`config.mk`:
```
export PLATFORM = sky130hd
export DESIGN_NAME = sync_fifo
export DESIGN_NICKNAME = d
export VERILOG_FILES = /design/src/rtl/sync_fifo.sv
export SDC_FILE = /design/constraint.sdc
export NUM_CORES = 1
export LEC_CHECK = 0
export ABC_CLOCK_PERIOD_IN_PS = 2500
export CORE_ASPECT_RATIO = 0.6
export CORE_UTILIZATION = 30
export CTS_CLUSTER_SIZE = 14
export DETAILED_ROUTE_END_ITERATION = 12
export PLACE_DENSITY = 0.56
export SLEW_MARGIN = 10
export SYNTH_ARGS = -nofsm -noshare
export SYNTH_HDL_FRONTEND = slang
export SYNTH_SLANG_ARGS = --single-unit
```
`constraint.sdc`:
```
create_clock -name i_clk -period 2.5 [get_ports i_clk]
set_input_delay 0.375 -clock i_clk [delete_from_list [all_inputs] [get_ports i_clk]]
set_output_delay 0.375 -clock i_clk [all_outputs]
set_load 0.01 [all_outputs]
```
`src/rtl/sync_fifo.sv`:
```
// Single-clock FIFO with standard or first-word-fall-through read, exact occupancy,
// programmable almost flags, sticky overflow/underflow and synchronous flush.
module sync_fifo #(
  parameter int DATA_WIDTH = 12,
  parameter int ADDR_WIDTH = 4,
  parameter bit FWFT       = 1'b0,
  parameter int AF_THRESH  = (1 << ADDR_WIDTH) - 2,
  parameter int AE_THRESH  = 2
) (
  input  logic                  i_clk,
  input  logic                  i_rst,
  input  logic                  i_flush,
  input  logic                  i_clr_err,
  input  logic                  i_wr_en,
  input  logic [DATA_WIDTH-1:0] i_wr_data,
  output logic                  o_full,
  output logic                  o_almost_full,
  input  logic                  i_rd_en,
  output logic [DATA_WIDTH-1:0] o_rd_data,
  output logic                  o_rd_valid,
  output logic                  o_rd_empty,
  output logic                  o_almost_empty,
  output logic [ADDR_WIDTH:0]   o_count,
  output logic                  o_overflow,
  output logic                  o_underflow
);
  localparam int DEPTH = 1 << ADDR_WIDTH;
  localparam logic [ADDR_WIDTH:0]   CNT_MAX = (ADDR_WIDTH+1)'(DEPTH);
  localparam logic [ADDR_WIDTH:0]   AF_T    = (ADDR_WIDTH+1)'(AF_THRESH);
  localparam logic [ADDR_WIDTH:0]   AE_T    = (ADDR_WIDTH+1)'(AE_THRESH);
  localparam logic [ADDR_WIDTH:0]   CNT_ONE = (ADDR_WIDTH+1)'(1);
  localparam logic [ADDR_WIDTH-1:0] PTR_ONE = ADDR_WIDTH'(1);

  logic [DATA_WIDTH-1:0] mem_q [DEPTH];
  logic [ADDR_WIDTH-1:0] wr_ptr_q, wr_ptr_d, rd_ptr_q, rd_ptr_d, head_idx;
  logic [ADDR_WIDTH:0]   count_q, count_d, remain;
  logic [DATA_WIDTH-1:0] rd_data_q, rd_data_d;
  logic                  rd_valid_q, rd_valid_d;
  logic                  ovf_q, ovf_d, unf_q, unf_d;
  logic                  empty, full, wr_acc, rd_acc;

  assign empty = (count_q == '0);
  assign full  = (count_q == CNT_MAX);

  always_comb begin
    rd_acc   = i_rd_en && !empty && !i_flush;
    wr_acc   = i_wr_en && (!full || rd_acc) && !i_flush;
    remain   = rd_acc ? count_q - CNT_ONE : count_q;
    head_idx = rd_acc ? rd_ptr_q + PTR_ONE : rd_ptr_q;
    wr_ptr_d = wr_acc ? wr_ptr_q + PTR_ONE : wr_ptr_q;
    rd_ptr_d = head_idx;
    count_d  = count_q;
    if (wr_acc && !rd_acc)      count_d = count_q + CNT_ONE;
    else if (!wr_acc && rd_acc) count_d = count_q - CNT_ONE;
    if (i_flush) begin
      wr_ptr_d = '0;
      rd_ptr_d = '0;
      count_d  = '0;
    end
    rd_valid_d = rd_acc;
    rd_data_d  = rd_data_q;
    if (FWFT) begin
      // Output stage mirrors the post-edge head; when the only remaining word is
      // the one being written, take it straight from the write port.
      if (!i_flush && count_d != '0)
        rd_data_d = (remain == '0) ? i_wr_data : mem_q[head_idx];
    end else if (rd_acc) begin
      rd_data_d = mem_q[rd_ptr_q];
    end
    // Set wins over clear when both land in the same cycle.
    ovf_d = (i_wr_en && full && !rd_acc && !i_flush) || (ovf_q && !i_clr_err);
    unf_d = (i_rd_en && empty && !i_flush) || (unf_q && !i_clr_err);
  end

  always_ff @(posedge i_clk or posedge i_rst) begin
    if (i_rst) begin
      wr_ptr_q   <= '0;
      rd_ptr_q   <= '0;
      count_q    <= '0;
      rd_data_q  <= '0;
      rd_valid_q <= 1'b0;
      ovf_q      <= 1'b0;
      unf_q      <= 1'b0;
    end else begin
      wr_ptr_q   <= wr_ptr_d;
      rd_ptr_q   <= rd_ptr_d;
      count_q    <= count_d;
      rd_data_q  <= rd_data_d;
      rd_valid_q <= rd_valid_d;
      ovf_q      <= ovf_d;
      unf_q      <= unf_d;
    end
  end

  always_ff @(posedge i_clk) begin
    if (wr_acc) mem_q[wr_ptr_q] <= i_wr_data;
  end

  assign o_count        = count_q;
  assign o_full         = full;
  assign o_rd_empty     = empty;
  assign o_almost_full  = (count_q >= AF_T);
  assign o_almost_empty = (count_q <= AE_T);
  assign o_rd_data      = rd_data_q;
  assign o_rd_valid     = FWFT ? !empty : rd_valid_q;
  assign o_overflow     = ovf_q;
  assign o_underflow    = unf_q;
endmodule

```
==> flow_summary.yaml <==
synthesis:
  synth_compound_area_share_pct: 3.78
  async_flop_share_pct: 12.7
  syn_area_mm2: 0.00884
  synth_top_family_by_area: "multiplexers"
  synth_flop_cell: "edfxtp_1"
  yosys.area_share.simple_pct: 3.88
  ys_ff_latch: 220
  netlist_instances: 454
  yosysMostFrequentCell: "edfxtp_1"
  synth_fa_ha_area_share_pct: 1.50
  yosysTopAreaCell: "edfxtp_1"
  avgSynthCellArea_um2: 19.5
  synth.distinct_cells: 48
  synth_top_area_share_pct: 65.2
  synth-edff-count: 192
  synth_xor_xnor_area_share_pct: 0.594
  synth_area_leaders: "edfxtp_1 (65%), mux4_2 (12%), dfrtp_1 (7.9%)"
  synthMuxAreaShare_pct: 15.2
  ys_seq_area_share_pct: 73.1
  synth_common_cells: "edfxtp_1 (192), mux4_2 (48), dfrtp_1 (28)"
  yosysWarnings: 0
  synth_nets: 482
run_status:
  outcome: "complete, no violations"
detailed_routing:
  drt_iter0_markers: 370
  viasPerCell: 4.88
  vias: 4753
  drc: 0
  ant_nets: 0
  wl_per_cell_um: 20.9
  drt_pre_antenna_iters: 4
  wirelength_um: 20300
layout:
  final_core_util_pct: 37.9
  area_growth_pct: 23.8
  fillerInstances: 2619
  multiInputGateArea_mm2: 0.00231
  drive_gt1_share_pct: 30.1
  seq_area_mm2: 0.00647
  stdcell_count: 974
  finalInstanceArea_mm2: 0.0109
  nets: 588
  diodes: 0
global_route:
  grt_usage_pct: 13.8
  grt_pass1_wl_um: 30800
  antenna_found_initial: 0
  grt_max_degree: 39
  grt_pass1_vias: 4907
  overflow: 0
die:
  rows: 48
  fp.dieW_um: 224
  core_mm2: 0.0289
  die_y_um: 135
  die_area_mm2: 0.0302
  ios: 42
  start_util_pct: 30.6
min_path:
  hold_path_class: "in -> async"
worst_setup_path:
  cp_cell_sequence: "or4_4 -> buf_4 -> nor2_1 -> dlygate4sd2_1"
  max_stage_delay_ns: 0.55
  critPathKind: "reg -> out"
  arrival_ns: 2.07
  start_kind: "register"
  crit_family: "simple AND/OR/NAND/NOR gates"
  endpoint_kind: "output pin"
  critical_path.max_fanout: 7
  path_buf_inv: 2
  cp.required_ns: 2.12
  cp_slowest_cell: "or4_4"
power:
  fin_total_pwr_mw: 9.59
  power_density_mw_per_mm2: 876
  vdd_ir_drop_max_uv: 449
  power.leakage_nw: 3.55
sta:
  rsz0062_at_grt: "no"
  skew_ns: 0.0120
  slew_headroom_pct: 50.7
  finalHoldViolCount: 0
  worst_slew_pin_slew_ns: 0.738
  worst_slack_ns: 0.0579
  finalSetupViolCount: 0
  fin_crit_sh_pct: 97.7
  min_period_ns: 2.44
  slew_violations: 0
  max_freq_mhz: 409
  whs_ns: 0.268
  tns_ns: 0
cts:
  root_buffer: "clkbuf_16"
  htreeDepth: 1
  clock_sinks: 220
  cts_inserted_buffers: 21
  worstSkewPairLatency_ns: 0.50
  cts.hold.buffers_added: 0
  cts_tree: "built"
  ctsLongestPathBuffers: 3
  cts.clk_slew.worst_paths_ns: 0.07
placement:
  routabilityCongestion: 0.758
  dpl.hpwl_um: 13500
  placed_cell_area_mm2: 0.0102
  dp.cells: 920
  portBuffers: 41
  dp_slack_ns: 0.132
run:
  drv_cap: 0
-- timing repair --
item,4_1_cts,5_1_grt
resized for setup,6,5
endpoints found under the setup margin,3,3
setup buffers,11,6
pin swaps,0,2
gates cloned,0,0
hold endpoints to repair,0,0
-- layer usage --
metal / global-route usage, % / share of wire, % / vias to the layer above
li1: - / - / 2073
met3: 2.70 / 4.2 / 22
met4: 2.40 / 1.2 / 0
met2: 20.4 / 44 / 108
met5: 0 / 0 / -
met1: 21.1 / 51 / 2550
-- layout make-up --
type / instances / area share, %
well taps: 400 / 4.57
clock inverters: 7 / 0.560
inverters: 17 / 0.583
flip-flops and latches: 220 / 59.1
multi-input cells: 193 / 21.1
clock buffers: 30 / 5.20
repair buffers: 107 / 8.85
-- layout by cell type, fill, tap and decap left out, types with 2 or more instances in the layout --
master             n
nand3_1            7
nand2b_1           4
dfrtp_1           23
ha_1               9
xor2_1             3
dfrtp_2            5
clkinv_2           4
clkdlybuf4s50_1   38
buf_4             60
mux4_2            48
buf_12             5
nor4_2            12
clkbuf_1           8
o21ai_1            2
o221ai_1          12
mux2i_1           26
o21ai_0            2
xnor2_1            3
dlygate4sd2_1      3
nand2_1           19
edfxtp_1         192
a21oi_2            2
a21oi_1            3
inv_1             15
nor2_1            11
nand4_1            5
clkinv_1           2
or3_1              2
clkbuf_16         21
-- power breakdown --
group / switching (mW) / internal [mW]
clock: 1.34 / 1.69
sequential: 0.185 / 4.20
combinational: 1.06 / 1.11
-- worst min-delay path: cells and delay by family --
kind	cells	cell delay, ns
buffers and inverters	3	0.82
-- logic make-up after synthesis --
| logic type | after synthesis |
|---|---|
| AO/OA/AOI/OAI | 37 |
| XOR/XNOR | 6 |
| adder cells (fa/ha/maj) | 10 |
| buffers and inverters | 41 |
| flip-flops | 220 |
| multiplexers | 74 |
| AND/OR/NAND/NOR | 66 |
-- sequential cells by signal, summed over array words and instances, names as in the netlist --
signal       flops
o_count          5
o_rd_valid       1
wr_ptr_q         4
o_rd_data       12
mem_q          192
rd_ptr_q         4
o_overflow       1
o_underflow      1
-- path summary, 6_finish.rpt --
path	cells after the start	endpoint	start	slack, ns
worst max-delay path	4	o_rd_empty	o_count[1]	0.06
worst min-delay path	3	o_rd_data[7]	i_rst	0.27
worst max register to register	13	o_overflow	o_count[3]	0.15
worst min register to register	2	o_rd_data[1]	o_rd_data[1]	0.50
max in group asynchronous	3	rd_ptr_q[3]	i_rst	1.88
min in group i_clk	2	o_overflow	i_clr_err	0.48
Note: power is estimated with default switching activity, not from simulation.
